`src/rtl/count_capture_fifo.sv`:
```
// Show-ahead FIFO that samples a live count on a capture strobe and flags dropped samples.
// Optional build macro COUNT_CAPTURE_DELTA_EN stores the difference from the previous capture instead of the raw count.
module count_capture_fifo #(
    parameter int WIDTH = 8,
    parameter int DEPTH = 4
) (
    input  logic                       clk,
    input  logic                       rst_n,
    input  logic [WIDTH-1:0]           count_in,
    input  logic                       capture,
    output logic [WIDTH-1:0]           out_data,
    output logic                       out_valid,
    input  logic                       out_ready,
    output logic [$clog2(DEPTH+1)-1:0] level,
    output logic                       overflow,
    input  logic                       clr_ovf
);

    localparam int PW = (DEPTH > 1) ? $clog2(DEPTH) : 1;
    localparam int LW = $clog2(DEPTH + 1);

    logic [WIDTH-1:0] mem [DEPTH];
    logic [PW-1:0]    wr_ptr;
    logic [PW-1:0]    rd_ptr;
    logic [LW-1:0]    level_q;
    logic [LW-1:0]    level_nxt;
    logic             vld_q;
    logic [WIDTH-1:0] head_q;
    logic [WIDTH-1:0] head_nxt;
    logic             ovf_q;
    logic             push;
    logic             pop;
    logic [WIDTH-1:0] sample;

    function automatic logic [WIDTH-1:0] delta_of(input logic [WIDTH-1:0] cur,
                                                  input logic [WIDTH-1:0] prev);
        return cur - prev;
    endfunction

`ifdef COUNT_CAPTURE_DELTA_EN
    logic [WIDTH-1:0] prev_cap;

    // prev_cap follows every strobe, even dropped ones, so deltas stay strobe-to-strobe
    always_ff @(posedge clk) begin
        if (!rst_n) begin
            prev_cap <= '0;
        end else if (capture) begin
            prev_cap <= count_in;
        end
    end

    assign sample = delta_of(count_in, prev_cap);
`else
    assign sample = count_in;
`endif

    assign pop  = vld_q & out_ready;
    assign push = capture & ((level_q < LW'(DEPTH)) | pop);

    always_comb begin
        level_nxt = level_q;
        case ({push, pop})
            2'b10:   level_nxt = level_q + LW'(1);
            2'b01:   level_nxt = level_q - LW'(1);
            default: level_nxt = level_q;
        endcase
    end

    // Next head: the entry behind the popped one, or the fresh sample when it lands in an
    // empty (or just-emptied) FIFO; otherwise hold, which keeps the last popped value when empty.
    always_comb begin
        head_nxt = head_q;
        if (pop) begin
            if (level_q > LW'(1)) begin
                head_nxt = mem[rd_ptr + PW'(1)];
            end else if (push) begin
                head_nxt = sample;
            end
        end else if ((level_q == '0) && push) begin
            head_nxt = sample;
        end
    end

    always_ff @(posedge clk) begin
        if (push) begin
            mem[wr_ptr] <= sample;
        end
    end

    always_ff @(posedge clk) begin
        if (!rst_n) begin
            wr_ptr  <= '0;
            rd_ptr  <= '0;
            level_q <= '0;
            vld_q   <= 1'b0;
            head_q  <= '0;
            ovf_q   <= 1'b0;
        end else begin
            if (push) begin
                wr_ptr <= wr_ptr + PW'(1);
            end
            if (pop) begin
                rd_ptr <= rd_ptr + PW'(1);
            end
            level_q <= level_nxt;
            vld_q   <= (level_nxt != '0);
            head_q  <= head_nxt;
            if (capture && !push) begin
                ovf_q <= 1'b1;
            end else if (clr_ovf) begin
                ovf_q <= 1'b0;
            end
        end
    end

    assign out_data  = head_q;
    assign out_valid = vld_q;
    assign level     = level_q;
    assign overflow  = ovf_q;

endmodule

```
`config.mk`:
```
export PLATFORM = sky130hd
export DESIGN_NAME = count_capture_fifo
export DESIGN_NICKNAME = d
export VERILOG_FILES = /design/src/rtl/count_capture_fifo.sv
export SDC_FILE = /design/constraint.sdc
export NUM_CORES = 1
export LEC_CHECK = 0
export ABC_AREA = 1
export CORE_ASPECT_RATIO = 1.75
export CORE_MARGIN = 4
export CORE_UTILIZATION = 33
export DETAILED_ROUTE_END_ITERATION = 16
export GPL_ROUTABILITY_DRIVEN = 0
export SYNTH_ARGS = -nofsm -noshare
export SYNTH_HDL_FRONTEND = slang
export SYNTH_SLANG_ARGS = --single-unit
```
`constraint.sdc`:
```
create_clock -name clk -period 2.1 [get_ports clk]
set_clock_uncertainty 0.05 [all_clocks]
set_input_delay 0.63 -clock clk [delete_from_list [all_inputs] [get_ports clk]]
set_output_delay 0.63 -clock clk [all_outputs]
set_load 0.005 [all_outputs]
```
==> results.tsv <==
stage	metric	value	unit
sta	tns	0	ns
cells_and_area	final_layout_size_suffix_gt1_share	17.8	%
global_route	grt_use_met2	23.2	%
worst_setup_path	cp_slowest_cell	clkdlybuf4s50_1	
synth	synth_fp_nets	274	
cells_and_area	seqCellArea	1300	µm²
synth	synth.cells.most_frequent	nand2_1, inv_1, edfxtp_1	
run	cap_violations	0	
sta	fin_crit_sh	96.0	%
route	drt_iter0_markers	57	
synth	synth_top_cell_area_share	42.3	%
die	core	6640	µm²
worst_setup_path	cp-startpoint	level[2]	
synth	syn_inst	250	
synth	synth.avg_cell_area	9.09	µm²
route	drc	0	
die	ios	26	
cts	clock_path_buffers	2	
die	start_util	34.2	%
synth	ys_seq_area_share	57.3	%
route	final_antenna_net_count	0	
route	first_pass_iters	4	
worst_setup_path	critPathBufInv	1	
synth	synth.most_common_cell	nand2_1	
die	die_h	118	µm
cts	numCtsBuffers	5	
worst_setup_path	cp.required	1.42	ns
synth	synthTopCellsByArea	edfxtp_1, dfxtp_1, nand2_1, inv_1, ha_1	
power	power	2.42	mW
power	ir_drop	0.391	mV
global_route	top_usage_layer	met2	
worst_hold_path	holdCritStartpoint	out_data[1]	
worst_hold_path	min_path_type	reg2reg	
worst_setup_path	critPathArrivalTime	1.34	ns
cts	clock_latency	0.28	ns
synth	ys_warn_count	0	
power	power_density	821	nW/µm²
die	fp.dieW	70.7	µm
cells_and_area	syn2layout_area_growth	29.7	%
synth	yosysTopAreaCell	edfxtp_1	
global_route	antenna_found_initial	0	
global_route	grt_overflow	0	
worst_setup_path	crit_family	buffers and inverters	
sta	worst_slew_pin_slew	0.427	ns
cts	cts_hold_buf	0	
sta	finalSetupViolCount	0	
cts	cts.clk_slew.worst_paths	0.06	ns
global_route	grt_pass1_vias	1730	
worst_setup_path	cp-start-kind	register	
sta	maxSlewHeadroom	71.5	%
synth	ys_seq_elements	49	
global_route	grt_max_degree	16	
worst_setup_path	r2r-start	level[2]	
sta	rsz0062_at_grt	false	
synth	synth_cell_types	21	
cts	cts_root_buffer	clkbuf_16	
place	place_inst	371	
worst_setup_path	critPathMaxFanout	7	
run_status	status	finished clean	
cts	tritoncts	built	
global_route	grt_use_met1	12.8	%
cts	cts.htree.levels	2	
global_route	grt.total_usage	12.3	%
worst_setup_path	worstSetupEndpointType	output port	
global_route	met3_usage	2.22	%
sta	fin_crit	2.02	ns
synth	synth_edf_count	32	
sta	postLayoutSetupSlackWorst	0.0835	ns
cells_and_area	fillers	667	
synth	ys_async_sr_fraction	0	%
route	wl	4880	µm
cts	clock_sinks	49	
die	dieArea	8330	µm²
cells_and_area	antenna_cells_inserted	0	
power	leakagePower	1.28	nW
place	pre_cts_slack	-0.296	ns
worst_setup_path	crit_chain	clkdlybuf4s50_1	
worst_setup_path	path_class	reg2out	
sta	hold_slack	0.413	ns
route	routedWlPerCell	12.9	µm
sta	hold_viol_final	0	
route	viasPerCell	4.49	
synth	syn_area	2270	µm²
synth	synth_flop_cell	edfxtp_1	
global_route	grt_pass1_wl	8090	µm
route	vias	1702	
place	hpwlAfterDp	3620	µm
sta	fmax	496	MHz
cells_and_area	multi_input_area	823	µm²
cts	post-cts-setup-buffer-count	0	
place	io_buffer_count	25	
cells_and_area	stdcell_count	379	
cells_and_area	nets	320	
die	rows	39	
worst_setup_path	rrSetupSlack	0.35	ns
sta	maxSlewViolCount	0	
worst_setup_path	max_stage_delay	0.56	ns
registers in the layout (all words and copies together) (netlist names):
| name | count |
|---|---|
| out_valid | 1 |
| overflow | 1 |
| rd_ptr | 2 |
| level | 3 |
| mem | 32 |
| wr_ptr | 2 |
| out_data | 8 |
worst register-to-register path: stages (launching register included):
cell	delay (ns)
dfxtp_1	0.49
nand2_2	0.13
nand2_4	0.11
buf_4	0.12
ha_2	0.18
inv_2	0.05
o21ai_2	0.13
mux2i_1	0.09
or2_2	0.29
nand3_1	0.07
metrics by stage:
step / utilization (%) / area [µm²]
after floorplan: - / 2270
after global placement: 41.2 / 2740
after detailed placement: 41.2 / 2740
after CTS: 43.8 / 2910
after global routing: 44.4 / 2950
final: 44.4 / 2950
where the power goes:
part / internal (mW) / switching (mW)
clock network: 0.546 / 0.334
registers: 1.09 / 0.0349
logic: 0.192 / 0.223
total: 1.83 / 0.592
cells by family (layout without fill, tap and decap cells):
| logic type | Yosys count | after routing | share of synthesized area [%] |
|---|---|---|---|
| AO/OA/AOI/OAI | 31 | 31 | 7.27 |
| adder cells (fa/ha/maj) | 11 | 11 | 6.06 |
| buffers and inverters | 47 | 94 | 8.20 |
| flip-flops | 49 | 49 | 57.3 |
| multiplexers | 1 | 1 | 0.441 |
| AND/OR/NAND/NOR | 111 | 111 | 20.8 |
metal layers:
metal	up-vias	wire length, µm
li1	879	-
met1	793	1840
met2	22	2810
met3	8	116
met4	0	112
met5	-	0
layout make-up:
type	instances	area share (%)
sequential	49	44.1
multi-input combinational	154	27.9
timing repair buffer	43	13.2
clock buffer	7	5.56
inverter	43	5.48
tap	82	3.48
clock inverter	1	0.255
final timing paths:
| path | end | cells past startpoint |
|---|---|---|
| worst max-delay path | level[2] | 1 |
| worst max register to register | out_valid | 9 |
| worst min register to register | out_data[1] | 2 |
| worst min-delay path | out_data[1] | 2 |
placed cells by master (no fill, tap or decap), types with 8 or more instances in the layout:
master           instances
nand2_1                 70
inv_1                   37
edfxtp_1                32
clkdlybuf4s50_1         24
a21oi_1                 19
buf_4                   18
dfxtp_1                 17
nor2_1                  15
nand3_1                 11
nand2_2                  8
ha_1                     8
repair_timing:
action / in CTS / in global routing
endpoints found under the hold margin: 0 / 0
gates resized for setup: 1 / 13
endpoints found under the setup margin: 1 / 10
pin swaps: 0 / 4
Power figures use the tool's default switching activity.
